<file path="src/rtl/imem_pkg.sv">
// Shared types and constants for the loadable instruction memory.
package imem_pkg;

  typedef enum logic [1:0] {
    EMPTY = 2'd0,
    LOAD  = 2'd1,
    RUN   = 2'd2
  } state_t;

  localparam logic [31:0] NOP_INSTR_DEFAULT = 32'h0000_0013;

  function automatic int depth(input int ins_address);
    return 2 ** (ins_address - 2);
  endfunction

endpackage

</file>
<file path="src/rtl/imem_ram.sv">
// Word-wide program store: one synchronous write port, one registered read port.
// No reset on the array or the read register; contents are defined only by loading.
module imem_ram #(
  parameter int AW = 7,
  parameter int DW = 32
) (
  input  logic          clk,
  input  logic          we_i,
  input  logic [AW-1:0] waddr_i,
  input  logic [DW-1:0] wdata_i,
  input  logic          re_i,
  input  logic [AW-1:0] raddr_i,
  output logic [DW-1:0] rdata_o
);

  logic [DW-1:0] mem_q [2**AW];
  logic [DW-1:0] rdata_q;

  always_ff @(posedge clk) begin
    if (we_i) mem_q[waddr_i] <= wdata_i;
    if (re_i) rdata_q <= mem_q[raddr_i];
  end

  assign rdata_o = rdata_q;

endmodule

</file>
<file path="src/rtl/imem_loadable.sv">
// Loadable instruction memory: load FSM, write pointer/count, range check and
// 1-cycle registered fetch port. The CPU is held stalled outside RUN.
module imem_loadable
  import imem_pkg::*;
#(
  parameter int               INS_ADDRESS = 9,
  parameter int               INS_W       = 32,
  parameter logic [INS_W-1:0] NOP_INSTR   = NOP_INSTR_DEFAULT
) (
  input  logic                   clk,
  input  logic                   rst_n,
  input  logic                   ld_start,
  input  logic                   ld_valid,
  input  logic [INS_W-1:0]       ld_data,
  input  logic                   ld_last,
  output logic                   ld_ready,
  output logic                   ld_overflow,
  output logic [INS_ADDRESS-2:0] words_loaded,
  output logic                   cpu_hold,
  input  logic                   fetch_req,
  input  logic [INS_ADDRESS-1:0] fetch_addr,
  output logic                   fetch_valid,
  output logic [INS_W-1:0]       fetch_data,
  output logic                   fetch_err
);

  localparam int                     DEPTH   = depth(INS_ADDRESS);
  localparam int                     AW      = INS_ADDRESS - 2;
  localparam logic [INS_ADDRESS-1:0] FULL    = INS_ADDRESS'(DEPTH);
  localparam logic [INS_ADDRESS-2:0] CNT_MAX = (INS_ADDRESS - 1)'(DEPTH - 1);

  state_t                   state_q;
  logic [INS_ADDRESS-1:0]   wptr_q;
  logic [INS_ADDRESS-1:0]   wptr_d;
  logic [INS_ADDRESS-2:0]   count_q;
  logic                     ovf_q;
  logic                     fvalid_q;
  logic                     ferr_q;
  logic                     fsel_q;

  logic                     full;
  logic                     beat_acc;
  logic                     fetch_fire;
  logic                     fetch_bad;
  logic [AW-1:0]            fidx;
  logic [INS_W-1:0]         ram_rdata;

  assign full       = (wptr_q == FULL);
  assign ld_ready   = (state_q == LOAD) && !full;
  assign beat_acc   = ld_ready && ld_valid && !ld_start;
  assign wptr_d     = wptr_q + 1'b1;
  assign fidx       = fetch_addr[INS_ADDRESS-1:2];
  assign fetch_fire = fetch_req && (state_q == RUN);
  // The range check uses the full-width pointer so a completely filled memory
  // still serves its last word even though words_loaded saturates one short.
  assign fetch_bad  = (fetch_addr[1:0] != 2'b00) || ({2'b00, fidx} >= wptr_q);

  always_ff @(posedge clk or negedge rst_n) begin
    if (!rst_n) begin
      state_q  <= EMPTY;
      wptr_q   <= '0;
      count_q  <= '0;
      ovf_q    <= 1'b0;
      fvalid_q <= 1'b0;
      ferr_q   <= 1'b0;
      fsel_q   <= 1'b0;
    end else begin
      fvalid_q <= fetch_fire;
      if (fetch_fire) begin
        ferr_q <= fetch_bad;
        fsel_q <= !fetch_bad;
      end

      if (ld_start) begin
        state_q <= LOAD;
        wptr_q  <= '0;
        count_q <= '0;
        ovf_q   <= 1'b0;
      end else begin
        case (state_q)
          LOAD: begin
            if (beat_acc) begin
              wptr_q <= wptr_d;
              if (count_q != CNT_MAX) count_q <= count_q + 1'b1;
              if (ld_last) state_q <= RUN;
            end else if (ld_valid && full) begin
              ovf_q <= 1'b1;
              if (ld_last) state_q <= RUN;
            end
          end
          default: ;
        endcase
      end
    end
  end

  imem_ram #(
    .AW (AW),
    .DW (INS_W)
  ) u_ram (
    .clk     (clk),
    .we_i    (beat_acc),
    .waddr_i (wptr_q[AW-1:0]),
    .wdata_i (ld_data),
    .re_i    (fetch_fire),
    .raddr_i (fidx),
    .rdata_o (ram_rdata)
  );

  assign cpu_hold     = (state_q != RUN);
  assign ld_overflow  = ovf_q;
  assign words_loaded = count_q;
  assign fetch_valid  = fvalid_q;
  assign fetch_err    = ferr_q;
  // fsel_q is cleared by reset and by bad fetches, hiding the unreset RAM read.
  assign fetch_data   = fsel_q ? ram_rdata : NOP_INSTR;

endmodule

</file>
<file path="config.mk">
export PLATFORM = sky130hd
export DESIGN_NAME = imem_loadable
export DESIGN_NICKNAME = d
export VERILOG_FILES = /design/src/rtl/imem_pkg.sv /design/src/rtl/imem_ram.sv /design/src/rtl/imem_loadable.sv
export SDC_FILE = /design/constraint.sdc
export NUM_CORES = 2
export LEC_CHECK = 0
export CAP_MARGIN = 20
export CELL_PAD_IN_SITES_DETAIL_PLACEMENT = 1
export CELL_PAD_IN_SITES_GLOBAL_PLACEMENT = 1
export CORE_MARGIN = 2
export CORE_UTILIZATION = 24
export DETAILED_ROUTE_END_ITERATION = 10
export DONT_BUFFER_PORTS = 1
export PLACE_DENSITY = 0.48
export RECOVER_POWER = 100
export SETUP_SLACK_MARGIN = 0.05
export SYNTH_ARGS = -nofsm -noshare
export SYNTH_HDL_FRONTEND = slang
export SYNTH_SLANG_ARGS = --single-unit
</file>
<file path="constraint.sdc">
create_clock -name clk -period 7.9 [get_ports clk]
set_input_delay 0.395 -clock clk [delete_from_list [all_inputs] [get_ports clk]]
set_output_delay 0.395 -clock clk [all_outputs]
set_load 0.01 [all_outputs]
</file>
== After elaboration in Yosys (flattened, before gate mapping) ==
Memories as Yosys holds them, arrays and structs flattened. A register that Yosys moved wholly into a read port is not among the register bits.
Cells that the tools add are included.

* Reductions and logical operators: 19
* Mux-type cells: 19
* Equality and inequality tests: 6
* $add $sub $neg: 2
* Magnitude comparators: 1

{| class="wikitable"
|+ Operators by type and width
! kind !! number
|-
| 32-bit 2-to-1 mux || 1
|-
| 8-bit 2-to-1 mux || 4
|-
| 9-bit 2-to-1 mux || 3
|-
| 2-bit 2-to-1 mux || 5
|-
| 2-bit nonzero test || 5
|-
| 9-bit by 1-bit adder with 9-bit output (second input constant) || 1
|-
| 9-bit by 8-bit == test with 1-bit output (second input constant) || 1
|-
| 7-bit by 9-bit greater-or-equal comparator with 1-bit output || 1
|-
| 8-bit by 1-bit adder with 8-bit output (second input constant) || 1
|-
| 8-bit by 7-bit != test with 1-bit output (second input constant) || 1
|-
| 1-bit 2-to-1 mux || 6
|-
| 3-bit AND reduction || 2
|-
| 1-bit logical AND || 5
|-
| 2-bit != test (second input constant) || 2
|-
| 2-bit AND reduction || 2
|-
| 1-bit logical NOT || 3
|-
| 3-bit nonzero test || 1
|-
| 2-bit by 1-bit == test with 1-bit output (second input constant) || 1
|-
| 2-bit == test (second input constant) || 1
|-
| 1-bit logical OR || 1
|}

* Output and inout bits: 45
* Bits in registers: 23
* Input bits: 47
* RAM bits: 4096
* Memories: 1

{| class="wikitable"
|+ Memory list
! memory !! depth !! bits a word !! rd ports !! clocked after memory_dff !! wr ports !! line !! RTL
|-
| u_ram.mem_q || 128 || 32 || 1 || 1 || 1 || imem_ram.sv:16 || <nowiki>logic [DW-1:0] mem_q [2**AW];</nowiki>
|}

== Longest topological paths before layout ==
* Word-level depth: 8
* Gate-level depth with buffers: 12

== Cells and area by module ==
From an unflattened synthesis, not the netlist that was laid out.

* Cells, all modules: 6170
* Area total of the unflattened synthesis: 158176.7 um^2

{| class="wikitable"
|+ Modules (own cells, without submodules)
! module !! cells an instance !! instances !! area each (um^2) !! seq. area each (um^2)
|-
| imem_ram || 5990 || 1 || 156596.4 || 123958.9
|-
| imem_loadable || 180 || 1 || 1580.3 || 575.6
|}

== Worst setup path before layout ==
OpenSTA, ideal clock, no wires.

* Path kind: reg2reg
* From: register wptr_q[0]
* To: memory u_ram.mem_q[109][0] (enable)
* Required time: 7.479 ns
* Path slack: 3.954 ns
* Cell stages (with the launch flop): 10
* Arrival time: 3.524 ns
* Clock period less this slack: 3.946 ns
* Cells stage by stage: dfrtp_1 > clkbuf_1 > inv_1 > ha_1 > nor4bb_1 > and2_1 > nor3_2 > nand4_1 > clkbuf_1 > nor2_1

* Word-level cells in the longest chain between the ends: 7

{| class="wikitable"
|+ Ends and longest elaborated chain
! what !! line !! RTL
|-
| start, declared || imem_loadable.sv:33 || <nowiki>logic [INS_ADDRESS-1:0] wptr_q;</nowiki>
|-
| start signal, assigned || imem_loadable.sv:83 || <nowiki>wptr_q <= wptr_d;</nowiki>
|-
| 9-bit by 8-bit == test with 1-bit output || imem_loadable.sv:48 || <nowiki>assign full = (wptr_q == FULL);</nowiki>
|-
| 1-bit logical NOT || imem_loadable.sv:49 || <nowiki>assign ld_ready = (state_q == LOAD) && !full;</nowiki>
|-
| 1-bit logical AND || imem_loadable.sv:49 ||
|-
| 1-bit logical AND (2 in series) || imem_loadable.sv:50 || <nowiki>assign beat_acc = ld_ready && ld_valid && !ld_start;</nowiki>
|-
| 1-bit 2-to-1 mux || imem_ram.sv:20 || <nowiki>if (we_i) mem_q[waddr_i] <= wdata_i;</nowiki>
|-
| 1-bit 2-to-1 mux (implied by the code) || imem_ram.sv:20 ||
|-
| end, declared || imem_ram.sv:16 ||
|}

Several ways; a longest one is shown, not always the timed one.

== Worst setup path in the final report ==
* From: register wptr_q[1]
* To: memory u_ram.mem_q[1][9] (enable)

Same word-level chain as after synthesis.

==> reports/qor.txt <==
status -> finished with violations
failing checks -> capacitance limit, slew limit
synth warn -> 0
port bufs -> 0
initial antenna violation count -> 73
Slew @ Worst Pin -> 7.58 ns
Slew Limit Fails -> 6004
sequential share of the synthesized area -> 0.784
final RePlAce weighted congestion -> 0.769
Hold Crit Class -> input pin to flip-flop
R2R depth -> 9
CTS tree -> done
DRC viols -> 0
Iter 0 DRT Violations -> 9024
DR WL met3 -> 32300 µm
maximum vdd drop -> 0.180 mV
Die H -> 817 µm
# setup viols final -> 0
Overflow after GRT -> 0
Post-synth ARST share -> 0.00554
crit path from -> wptr_q[1]
P_leak -> 0.0570 µW
dominant synthesized flop cell -> edfxtp_1
first-pass GRT wire length -> 698000 µm
Final Hold Viols -> 0
Routed Antenna Nets -> 0
Arrival @ worst endpoint -> 7.40 ns
Post-CTS Setup Inserts -> 0
period utilisation layout -> 0.894
slowest CP cell -> nor4bb_1
Crit Path Class -> flip-flop to flip-flop
Max clock buf depth -> 4
# rows -> 298
DR vias/cell -> 4.68
fin area -> 185000 µm²
vias in the first global route -> 82300
Worst setup EP type -> flip-flop
met2 WL -> 237000 µm
H-tree depth -> 5
worst path required time -> 8.24 ns
RSZ-0062 raised after global routing -> false
Max stage delay on crit path -> 1.81 ns
die area -> 668000 µm²
vias post-DR -> 79200
Period minus WS final -> 7.06 ns
gr usage total -> 0.148
io pins -> 92
clock sink total -> 4151
Mapped Cells -> 7505
HPWL after DPL -> 274000 µm
CP cell instances -> inv_1 -> ha_1 -> nor4bb_1 -> and2_0 -> nor3_1 -> nand4_1 -> buf_4 -> nor2_1 -> clkbuf_1
Synth cell types -> 44
cell family with most CP delay -> simple AND/OR/NAND/NOR gates
Area after DPL -> 171000 µm²
Fin Setup TNS -> 0 ns
Core ar. -> 659000 µm²
met1 wire length -> 232000 µm
Syn Area/Cell -> 21.2 µm²
fmax -> 0.142 GHz
Filler Cell Count -> 66800
Root Buffer -> clkbuf_16
top layer in use -> met5
fin nets -> 7908
CP Max Fanout -> 29
area growth from synthesis to layout -> 16.4%
Seq cells post-synth -> 4151
Detailed Routing Iterations Pass 1 -> 8
post-synth net total -> 7562
WL final -> 513000 µm
CP Depth -> 9
total of max-cap violations -> 112
Hold WS -> 0.139 ns
P per Cell Area -> 252 nW/µm²
share of cells above drive strength 1 -> 0.192
worst path bufs/invs -> 3
Wirelength per Cell -> 30.3 µm
WHS Path Cells -> 4
clock-pin slew on the worst setup and hold paths -> 0.06 ns
Clk Latency, worst-skew pair -> 1.01 ns
Clock Skews -> 0.0965 ns
largest net degree at the start of global routing -> 213
Initial Util -> 0.241
HP Start -> fetch_addr[7]
Reg-to-Reg Start -> wptr_q[1]
Startpoint Class -> flip-flop
number of enable flip-flop cells after synthesis -> 4128
Mapped Area -> 159000 µm²
max_slew headroom -> -4.05
Die X -> 817 µm
Num CTS Buffers -> 431
cells in the mapped netlist, types with 32 or more instances:
cell      count  share of area
o211ai_1     34         0.0016
a21oi_1     102         0.0032
buf_2       159         0.0050
nand3_1     147         0.0046
mux2_2       32         0.0023
and4_1       32         0.0018
a22oi_1     384          0.018
nor2_1      158         0.0037
a22o_1       32         0.0018
a221oi_1     96         0.0053
mux2i_1     802          0.051
a31oi_1      33         0.0013
nand4_1      74         0.0029
clkbuf_1    200         0.0047
nand2_1     215         0.0051
edfxtp_1   4128           0.78
mux4_2      672          0.095
worst register-to-register path, cell delays in order, from the launching register on:
cell and delay (ns):
dfrtp_1 0.55, inv_1 0.30, ha_1 0.22, nor4bb_1 1.81, and2_0 0.98, nor3_1 0.46
nand4_1 0.22, buf_4 0.45, nor2_1 0.21, clkbuf_1 1.15
power breakdown:
group	leakage, µW	internal [µW]	total, µW	switching, µW
Clock	0.00660	11200	19900	8710
Combinational	0.0129	667	2110	1440
Sequential	0.0374	24400	24400	25.0
metrics by stage:
step	instances	total power (µW)	utilization	setup slack, ns
floorplan	7505	25800	-	3.95
global placement	16000	26400	0.259	1.53
detailed placement	16000	26400	0.260	1.31
CTS	16900	46900	0.282	2.34
global route	16900	47800	0.280	0.955
finish	16900	46500	0.280	0.838
kinds of logic (layout without fill, tap and decap cells):
kind of cell | count (synthesis) | count (layout) | synth area share
xor gates and xnor gates | 13 | 13 | 0.000717
other | 0 | 38 | 0
muxes | 1506 | 1506 | 0.148
adders and majority gates | 10 | 10 | 0.000788
DFF | 4151 | 4151 | 0.784
AOI/OAI and AO/OA | 689 | 689 | 0.0317
and+or+nand+nor | 696 | 696 | 0.0210
buffers and inverters | 440 | 1137 | 0.0132
path summary, 6_finish.rpt:
kind	to	slack, ns
hold reg to reg	ld_overflow	0.59
hold / removal	u_ram.rdata_o[15]	0.14
min in group asynchronous	state_q[0]	1.25
setup reg to reg	u_ram.mem_q[1][9]	0.84
max in group asynchronous	wptr_q[0]	5.50
setup / recovery	u_ram.mem_q[1][9]	0.84
area by class of cell:
class	instances	area, µm²	share of cell area
flip-flops and latches	4151	125000	0.674
multi-input cells	2914	32700	0.177
clock buffers	531	11300	0.0611
well taps	8700	10900	0.0589
repair buffers	342	2930	0.0158
clock inverters	253	2280	0.0123
diodes	38	95.1	0.000515
inverters	11	41.3	0.000224
placed cells by master (no fill, tap or decap), types with 9 or more instances in the layout:
cell / count
edfxtp_1: 4128
mux2i_1: 802
mux4_2: 672
clkbuf_16: 437
a22oi_1: 384
nand2_1: 214
clkbuf_1: 163
nand3_1: 143
buf_4: 134
clkinv_1: 116
a221oi_1: 97
a21oi_1: 97
nor2_1: 96
nand4_1: 74
clkinv_2: 69
nor2_4: 61
dlygate4sd3_1: 45
diode_2: 38
o211ai_1: 34
bufinv_16: 34
a31oi_1: 33
clkbuf_2: 33
a22o_1: 32
mux2_2: 32
and4_1: 32
and2_0: 30
dfrtp_1: 23
clkdlybuf4s25_1: 20
buf_16: 17
clkinvlp_4: 12
buf_12: 11
ha_1: 10
buf_6: 10
inv_1: 9
clkinv_8: 9
what timing repair did:
item	in CTS	in global routing
hold buffers	80	0
hold endpoints to repair	4151	0
resized for setup	0	0
per-layer routing:
| metal | GRT usage | up-vias |
|---|---|---|
| li1 | - | 32200 |
| met4 | 0.0306 | 4 |
| met5 | 0 | - |
| met3 | 0.0243 | 597 |
| met1 | 0.213 | 44000 |
| met2 | 0.237 | 2400 |
state kept, by name (all words and copies together) (netlist names):
name           flops
fetch_err          1
fetch_valid        1
fsel_q             1
ld_overflow        1
state_q            2
u_ram.mem_q     4096
u_ram.rdata_o     32
words_loaded       8
wptr_q             9
Note: power is estimated with default switching activity, not from simulation.
